## src/rtl/bsh_pkg.sv

```systemverilog
// bsh_pkg: shared constants and types for the bsh_32 barrel shifter.
//   BSH_WIDTH / BSH_SH_W : default data width and shift-amount width
//   DIR_LEFT / DIR_RIGHT : encodings of the dir port
//   bsh_word_t           : one data word
package bsh_pkg;

  localparam int unsigned BSH_WIDTH = 32;
  localparam int unsigned BSH_SH_W  = 5;

  localparam logic DIR_LEFT  = 1'b0;
  localparam logic DIR_RIGHT = 1'b1;

  typedef logic [BSH_WIDTH-1:0] bsh_word_t;

endpackage

```

## src/rtl/bsh_stage.sv

```systemverilog
// bsh_stage: one stage of the logarithmic shift network. When en is high the
// word moves left by DIST positions, otherwise it passes through unchanged.
// Build option BSH_ROTATE_EN: bits leaving the MSB end re-enter at the LSB end
// (rotate); without it the vacated LSBs are zero-filled.
// Ports:
//   en_i   : apply this stage's shift
//   data_i : word from the previous stage
//   data_o : word to the next stage
module bsh_stage
  import bsh_pkg::*;
#(
  parameter int unsigned WIDTH = BSH_WIDTH,
  parameter int unsigned DIST  = 1
) (
  input  logic             en_i,
  input  logic [WIDTH-1:0] data_i,
  output logic [WIDTH-1:0] data_o
);

  always_comb begin
    data_o = data_i;
    if (en_i) begin
`ifdef BSH_ROTATE_EN
      data_o = {data_i[WIDTH-DIST-1:0], data_i[WIDTH-1:WIDTH-DIST]};
`else
      data_o = {data_i[WIDTH-DIST-1:0], {DIST{1'b0}}};
`endif
    end
  end

endmodule

```

## src/rtl/bsh_32.sv

```systemverilog
// bsh_32: 32-bit logarithmic barrel shifter with a registered output and
// one cycle of latency. A new result is produced on every clock edge.
// Build option BSH_ROTATE_EN turns the logical shifts into rotations.
// Ports:
//   clk      : rising-edge clock
//   rst      : synchronous reset, active-high; clears data_out
//   data_in  : operand to shift
//   dir      : 0 = shift left, 1 = shift right
//   sh       : shift amount, 0..WIDTH-1
//   data_out : registered shifted result
module bsh_32
  import bsh_pkg::*;
#(
  parameter int unsigned WIDTH = BSH_WIDTH,
  parameter int unsigned SH_W  = BSH_SH_W
) (
  input  logic             clk,
  input  logic             rst,
  input  logic [WIDTH-1:0] data_in,
  input  logic             dir,
  input  logic [SH_W-1:0]  sh,
  output logic [WIDTH-1:0] data_out
);

  logic [WIDTH-1:0] rev_in;
  logic [WIDTH-1:0] net_in;
  logic [WIDTH-1:0] net_out;
  logic [WIDTH-1:0] rev_out;
  logic [WIDTH-1:0] chain [SH_W+1];
  logic [WIDTH-1:0] data_out_d;
  logic [WIDTH-1:0] data_out_q;

  // A right shift/rotate is a left one performed on the bit-reversed word,
  // so only a single left-going network is needed.
  always_comb begin
    rev_in = '0;
    for (int unsigned i = 0; i < WIDTH; i++) begin
      rev_in[i] = data_in[WIDTH-1-i];
    end
  end

  assign net_in   = (dir == DIR_RIGHT) ? rev_in : data_in;
  assign chain[0] = net_in;

  for (genvar k = 0; k < SH_W; k++) begin : g_stage
    bsh_stage #(
      .WIDTH (WIDTH),
      .DIST  (1 << k)
    ) u_stage (
      .en_i   (sh[k]),
      .data_i (chain[k]),
      .data_o (chain[k+1])
    );
  end

  assign net_out = chain[SH_W];

  always_comb begin
    rev_out = '0;
    for (int unsigned i = 0; i < WIDTH; i++) begin
      rev_out[i] = net_out[WIDTH-1-i];
    end
  end

  assign data_out_d = (dir == DIR_RIGHT) ? rev_out : net_out;

  always_ff @(posedge clk) begin
    if (rst) begin
      data_out_q <= '0;
    end else begin
      data_out_q <= data_out_d;
    end
  end

  assign data_out = data_out_q;

endmodule

```

## config.mk

```make
export PLATFORM = sky130hd
export DESIGN_NAME = bsh_32
export DESIGN_NICKNAME = d
export VERILOG_FILES = /design/src/rtl/bsh_pkg.sv /design/src/rtl/bsh_stage.sv /design/src/rtl/bsh_32.sv
export SDC_FILE = /design/constraint.sdc
export NUM_CORES = 1
export LEC_CHECK = 0
export CELL_PAD_IN_SITES_DETAIL_PLACEMENT = 2
export CELL_PAD_IN_SITES_GLOBAL_PLACEMENT = 2
export CORE_ASPECT_RATIO = 1.4
export CORE_MARGIN = 2
export CORE_UTILIZATION = 36
export DETAILED_ROUTE_END_ITERATION = 8
export GPL_ROUTABILITY_DRIVEN = 0
export PLACE_DENSITY = 0.91
export REMOVE_ABC_BUFFERS = 1
export SYNTH_ARGS = -nofsm -noshare
export SYNTH_HDL_FRONTEND = slang
export SYNTH_SLANG_ARGS = --single-unit
```

## constraint.sdc

```tcl
create_clock -name clk -period 5.11 [get_ports clk]
set_input_delay 1.022 -clock clk [delete_from_list [all_inputs] [get_ports clk]]
set_output_delay 1.022 -clock clk [all_outputs]
set_load 0.02 [all_outputs]
```

==> results of run 1 <==
-- layout make-up --
| class | instances | area, sq um |
|---|---|---|
| Multi-Input combinational cell | 368 | 3160 |
| Sequential cell | 32 | 641 |
| Timing Repair Buffer | 82 | 778 |
| Tap cell | 141 | 176 |
| Clock buffer | 7 | 153 |
| Inverter | 5 | 18.8 |
| Fill cell | 1173 | 6000 |
-- layout by cell type (no fill, tap or decap), types with 3 or more instances in the layout --
cell | Yosys | routed
a211oi_1 | 8 | 8
clkdlybuf4s50_1 | 0 | 68
nor2_1 | 42 | 42
nand2b_1 | 8 | 8
nor2b_1 | 7 | 7
nand3_1 | 10 | 10
nor3_1 | 6 | 6
mux2_2 | 8 | 8
buf_4 | 3 | 11
o221ai_1 | 7 | 7
a31oi_1 | 4 | 4
a21o_1 | 3 | 3
clkbuf_16 | 0 | 5
a22oi_1 | 6 | 6
o21ai_0 | 4 | 4
buf_2 | 7 | 3
o211ai_1 | 6 | 6
mux2_1 | 23 | 23
a21oi_1 | 16 | 16
a311oi_1 | 5 | 5
inv_2 | 3 | 3
dfxtp_1 | 32 | 32
a221oi_1 | 5 | 5
o21ai_1 | 8 | 8
a2bb2oi_1 | 6 | 6
o22ai_1 | 19 | 19
or2_1 | 4 | 4
nand2_1 | 34 | 34
mux2i_1 | 46 | 46
o32ai_1 | 6 | 6
mux4_2 | 27 | 27
and2_1 | 4 | 4
mux4_1 | 6 | 6
-- cell families after synthesis --
| logic type | count (synthesis) |
|---|---|
| mux | 110 |
| flops | 32 |
| xor+xnor | 1 |
| simple gates | 126 |
| buf+inv | 45 |
| compound gates | 131 |
-- layer usage --
layer | vias to the layer above | share of wire, % | global-route usage (%)
met2 | 239 | 50 | 52.3
met1 | 2192 | 38 | 34.7
met4 | 0 | 6.8 | 19.4
li1 | 1882 | - | -
met3 | 88 | 5.1 | 3.23
met5 | - | 0 | 0
-- worst paths after layout --
path  slack (ns)   from            to
max         0.94  sh[0]  data_out[23]
min         1.32    dir  data_out[19]
-- per-stage QoR --
stage / utilization [%] / setup WS (ns) / total power, uW
after floorplan: - / 2.50 / 535
after global placement: 43.7 / 1.14 / 737
after detailed placement: 43.7 / 1.01 / 760
after CTS: 45.1 / 1.08 / 1070
after global routing: 45.1 / 0.818 / 1110
final: 45.1 / 0.938 / 1070
-- where the power goes --
part	internal [uW]	switching (uW)	leakage [uW]
clock	203	96.2	0.0000760
sequential	271	5.29	0.000263
combinational	204	291	0.00144
==> reports/results.ini, run 1 <==
[clocking]
cts_tree = built
post-cts-setup-buffer-count = 0
hold_buffers = 0
cts_sinks = 32
path_clk_slew_ns = 0.05
htree_num_levels = 2
cts_resized = 0
cts_buffers = 5
cts_root_buf = clkbuf_16
cts_buffer_depth = 2

[die]
die_h_microns = 130
ios = 72
die-area_sq_mm = 0.0122
die_w_microns = 93.8
core_region_area_sq_mm = 0.0109
rows = 45
start_util_pct = 37.2

[sta]
worstMarginPinSlew_ns = 0.989
rsz0062_at_grt = no
whs_ns = 1.32
maxSlewHeadroom_pct = 33.8
hold_violations = 0
slew_violations = 0
fin_crit_sh_pct = 81.6
fin_crit_ns = 4.17
setup_violations = 0
fmax_ghz = 0.240
setup_tns_ns = 0

[synth]
yosys-top-cells-area = dfxtp_1 (16%), mux4_2 (15%), mux2i_1 (11%), mux2_1 (6.4%), mux4_1 (3.9%)
synthXorXnorAreaFrac_pct = 0.216
synth.area.mux_share_pct = 38.8
syn_area_per_cell_sq_um = 9.13
synth_top_family_by_area = multiplexers
synth_commonest_cells = mux2i_1 (46), nor2_1 (42), nand2_1 (34), dfxtp_1 (32), mux4_2 (27)
ys_types = 65
netlist_instances = 445
yosysTopAreaCell = dfxtp_1
yosysMostFrequentCell = mux2i_1
synth_compound_area_share_pct = 24.2
syn_area_sq_mm = 0.00406
ys.flop_type = dfxtp_1
synth_seq_area_share_pct = 15.8
yosysTopAreaCellShare_pct = 15.8
ys_async_sr_fraction_pct = 0
synth-seq-cells = 32
yosys.area_share.simple_pct = 14.5
synth_edf_count = 0
yosys_warnings = 0
synthAdderAreaFrac_pct = 0

[pwr]
power_density_mw_per_mm2 = 218
vdd_ir_drop_max_uv = 120
power_leakage_uw = 0.00178

[placed_design]
placed_area_sq_mm = 0.00477
dp_cells = 628
portBuffers = 71
dp_hpwl_mm = 13.8

[global_routing]
overflow = 0
grt_pass1_vias = 4733
grt_max_degree = 42
grt_pass1_wl_mm = 27.9
grt_use_total_pct = 30.0
antenna_found_initial = 0

[drt]
drtAntennaViolNets = 0
drtPass1Iterations = 5
wl_per_cell_microns = 28.3
drtIter0Drc = 455
drt-total-wl_mm = 18.0
dr_total_vias = 4401
drt_drc_violations_left = 0
via_per_inst = 6.93

[layout]
fin_area_sq_mm = 0.00492
instances_no_fill = 635
syn2layout_area_growth_pct = 21.2
nNetsFinal = 534
largest_reg_flops = 32
num_antenna_cells = 0
drive_above_1_share_pct = 13.2

[setup_path]
crit_arrival_ns = 4.32
crit_cells = 8
cp-start-kind = input port
crit_fanout = 38
cp_slowest_cell = a222oi_1
end_kind = flop
cp_cell_sequence = buf_2 -> buf_4 -> mux2i_1 -> a22oi_1 -> o211ai_1 -> a222oi_1 -> a21oi_1 -> a311oi_1
critical_path_required_ns = 5.26
crit_buf_inv = 2
critPathTopFamily = compound AO/OA/AOI/OAI gates
criticalPathCategory = input port to flop
crit_path_max_incr_delay_ns = 0.83

[run]
drv_cap = 0

[status]
outcome = completed

[worst_hold_path]
hold_path_depth = 3
min_path_type = input port to flop

No activity file was read; power rests on OpenSTA's default activity.
==> inputs of run 2 (changes only) <==
Settings changed: CORE_UTILIZATION 36 to 33, PLACE_DENSITY 0.91 to 0.85.
Clock period 5.11 ns to 4.11 ns, I/O delays scaled along.
==> reports/results.ini, run 2 (same netlist as run 1, synthesis figures left out) <==
[global_routing]
overflow = 0
grt_max_degree = 42
antenna_found_initial = 0
grt_use_total_pct = 26.9
grt_pass1_wl_mm = 27.8
grt_pass1_vias = 4729

[setup_path]
crit_arrival_ns = 3.55
critPathTopFamily = compound AO/OA/AOI/OAI gates
critical_path_required_ns = 4.31
cp_slowest_cell = a222oi_1
cp_cell_sequence = buf_2 -> buf_4 -> mux2i_1 -> a22oi_1 -> o211ai_1 -> a222oi_1 -> a2bb2oi_1 -> o21ai_1
criticalPathCategory = input port to flop
crit_fanout = 27
cp-start-kind = input port
crit_path_max_incr_delay_ns = 0.77
end_kind = flop
crit_buf_inv = 2

[drt]
dr_total_vias = 4444
wl_per_cell_microns = 27.1
drtAntennaViolNets = 0
drt-total-wl_mm = 17.7
via_per_inst = 6.81
drtIter0Drc = 291
drtPass1Iterations = 5
drt_drc_violations_left = 0

[die]
rows = 48
die-area_sq_mm = 0.0132
core_region_area_sq_mm = 0.0122
start_util_pct = 33.3
ios = 72
die_w_microns = 97.8
die_h_microns = 135

[layout]
instances_no_fill = 653
syn2layout_area_growth_pct = 23.1
fillCellCount = 1337
fin_area_sq_mm = 0.00500
final_cell_mix = clkdlybuf4s50_1 (68), mux2i_1 (46), nor2_1 (42), nand2_1 (34), dfxtp_1 (32)
num_antenna_cells = 0
drive_above_1_share_pct = 14.7
final_util_pct = 41.0
largest_reg_flops = 32
nNetsFinal = 545
layout_commonest_cell = clkdlybuf4s50_1

[clocking]
cts_sinks = 32
htree_num_levels = 2
cts_tree = built
cts_resized = 0
cts_buffer_depth = 2
hold_buffers = 0
post-cts-setup-buffer-count = 0
cts_buffers = 5
path_clk_slew_ns = 0.04
cts_root_buf = clkbuf_16

[placed_design]
dp_cells = 648
dp_hpwl_mm = 14.0
placed_area_sq_mm = 0.00488
preCtsSetupSlack_ns = 0.478
portBuffers = 71

[sta]
hold_violations = 0
fin_crit_ns = 3.35
setup_ws_ns = 0.757
setup_tns_ns = 0
rsz0062_at_grt = no
setup_violations = 0
maxSlewHeadroom_pct = 42.3
worstMarginPinSlew_ns = 0.865
fmax_ghz = 0.298
slew_violations = 0
fin_crit_sh_pct = 81.6

[worst_hold_path]
min_to = data_out[30]
hold_start = sh[4]
hold_path_depth = 3
min_path_type = input port to flop

[pwr]
power_density_mw_per_mm2 = 257
vdd_ir_drop_max_uv = 139
power_leakage_uw = 0.00182

[status]
outcome = completed

[run]
drv_cap = 0

## run 2: changes by cell type in the layout (fill, tap and decap cells not counted)
cell,before,now
buf_12,0,1
clkbuf_8,2,0
buf_4,11,21
## run 2: metrics by stage
stage               total power [uW]  hold WS (ns)
global placement                 927          1.62
finish                          1290          1.39
global route                    1350          1.41
CTS                             1290          1.39
detailed placement               953          1.62
floorplan                        665         0.894
## run 2: routing by layer
metal / global-route usage, % / vias to the layer above / wire [microns]
met5: 0 / - / 0
met4: 18.1 / 0 / 1120
met3: 2.27 / 72 / 887
met2: 47.6 / 239 / 9060
met1: 30.7 / 2234 / 6640
li1: - / 1899 / -
## run 2: layout make-up
class | count | area (sq um) | area share, %
Inverter | 5 | 18.8 | 0.375
Timing Repair Buffer | 93 | 873 | 17.5
Tap cell | 150 | 188 | 3.75
Clock buffer | 5 | 125 | 2.50
Multi-Input combinational cell | 368 | 3160 | 63.1
Sequential cell | 32 | 641 | 12.8
## run 2: where the power goes
| group | switching, uW | internal, uW | total [uW] |
|---|---|---|---|
| Combinational | 354 | 261 | 615 |
| Sequential | 6.40 | 337 | 343 |
| Clock | 115 | 212 | 328 |
## run 2: worst min-delay path, cell delays in order
cell             delay (ns)
clkdlybuf4s50_1        0.42
buf_4                  0.22
a21oi_1                0.14
## run 2: worst max path at each step
stage | start | endpoint | slack (ns) | cells after the start
after floorplan | sh[0] | data_out[6] | 1.70 | 6
after global placement | sh[2] | data_out[8] | 0.55 | 7
after detailed placement | sh[0] | data_out[23] | 0.48 | 8
after CTS | sh[0] | data_out[23] | 0.77 | 8
after global routing | sh[0] | data_out[7] | 0.53 | 8
final | sh[0] | data_out[7] | 0.76 | 8
==> inputs of run 3 (changes only) <==
Clock period 4.11 ns to 3.2 ns, I/O delays scaled along.
==> reports/results.ini, run 3 (same netlist as run 1, synthesis figures left out) <==
[status]
outcome = completed

[clocking]
cts_root_buf = clkbuf_16
path_clk_slew_ns = 0.05
post-cts-setup-buffer-count = 0
cts_buffer_depth = 2
cts_resized = 0
cts_buffers = 5
htree_num_levels = 2
cts_sinks = 32
cts_tree = built
hold_buffers = 0

[pwr]
power_frac_clock_pct = 25.2
switchingPower_uw = 663
vdd_ir_drop_max_uv = 175
p_int_uw = 1090
power_density_mw_per_mm2 = 329
power_leakage_uw = 0.00203
p_comb_share_pct = 49.7
pwr-share-seq_pct = 25.1
netSwitchingFraction_pct = 37.8

[setup_path]
crit_arrival_ns = 3.18
end_kind = flop
critical_path_required_ns = 3.34
worstSetupStartpoint = sh[2]
criticalPathCategory = input port to flop
cp-start-kind = input port
crit_fanout = 21

[layout]
num_antenna_cells = 0
layout_commonest_cell = clkdlybuf4s50_1
largest_reg_flops = 32
drive_above_1_share_pct = 21.4
fillCellCount = 1324
nNetsFinal = 587
final_cell_mix = clkdlybuf4s50_1 (68), buf_4 (63), mux2i_1 (46), nor2_1 (42), nand2_1 (34)
syn2layout_area_growth_pct = 31.1

[placed_design]
preCtsSetupSlack_ns = 0.0234
dp_hpwl_mm = 16.3
portBuffers = 71

[global_routing]
grt_use_total_pct = 30.5
grt_pass1_vias = 4919
antenna_found_initial = 0
overflow = 0
grt_pass1_wl_mm = 30.7
grt_max_degree = 33

[drt]
drt-total-wl_mm = 20.2
drtAntennaViolNets = 0
via_per_inst = 6.74
drtPass1Iterations = 5
wl_per_cell_microns = 29.0
drtIter0Drc = 329
dr_total_vias = 4698
drt_drc_violations_left = 0

[sta]
setup_ws_ns = 0.157
fmax_ghz = 0.329
rsz0062_at_grt = no
fin_crit_ns = 3.04
worstMarginPinSlew_ns = 0.723
maxSlewHeadroom_pct = 51.7
setup_violations = 0
setup_tns_ns = 0
fin_crit_sh_pct = 95.1
slew_violations = 0
hold_violations = 0

[die]
die_h_microns = 135
core_region_area_sq_mm = 0.0122
start_util_pct = 33.3
die-area_sq_mm = 0.0132
ios = 72
die_w_microns = 97.8
rows = 48

[worst_hold_path]
min_path_type = input port to flop
hold_start = dir

[run]
drv_cap = 0

[run 3: cell types whose count changed in the layout (fill, tap and decap cells not counted), sizes merged]
cell	delta
clkbuf	+1
buf	+42
clkinv	+1
[run 3: through the flow]
stage | cells | hold WS (ns) | power, uW | instance area (sq um) | utilization (%)
CTS | 697 | 1.00 | 1750 | 5330 | 43.7
finish | 697 | 0.993 | 1750 | 5330 | 43.7
floorplan | 405 | 0.712 | 855 | 3820 | -
global placement | 690 | 1.26 | 1250 | 5190 | 42.6
global route | 697 | 1.06 | 1820 | 5330 | 43.7
detailed placement | 690 | 1.30 | 1300 | 5190 | 42.6
[run 3: power groups by stage]
stage	logic [uW]	registers [uW]	clock network, uW
CTS	854	441	452
finish	871	440	442
global route	909	444	470
global placement	805	447	0
detailed placement	849	449	0
floorplan	365	489	0
[run 3: path summary, 6_finish.rpt]
path / cells past startpoint / end
setup / recovery: 9 / data_out[8]
hold / removal: 3 / data_out[9]
[run 3: area by class of cell]
class | instances | area, sq um | share of cell area [%]
multi-input combinational | 368 | 3160 | 59.3
timing repair buffer | 135 | 1190 | 22.3
tap | 150 | 188 | 3.52
clock buffer | 6 | 129 | 2.42
sequential | 32 | 641 | 12.0
clock inverter | 1 | 5.00 | 0.0940
inverter | 5 | 18.8 | 0.352
[run 3: critical path: stages]
cell	delay (ns)
buf_2	0.40
buf_4	0.31
mux2_1	0.39
a22oi_1	0.20
nor3b_1	0.63
a311oi_1	0.11
buf_4	0.17
nand2_1	0.19
a311oi_1	0.13
[run 3: routing by layer]
metal | track usage, % | part of all wire, %
met1 | 34.0 | 37
met5 | 0 | 0
met4 | 19.8 | 6.8
met2 | 54.8 | 52
met3 | 3.25 | 4.7
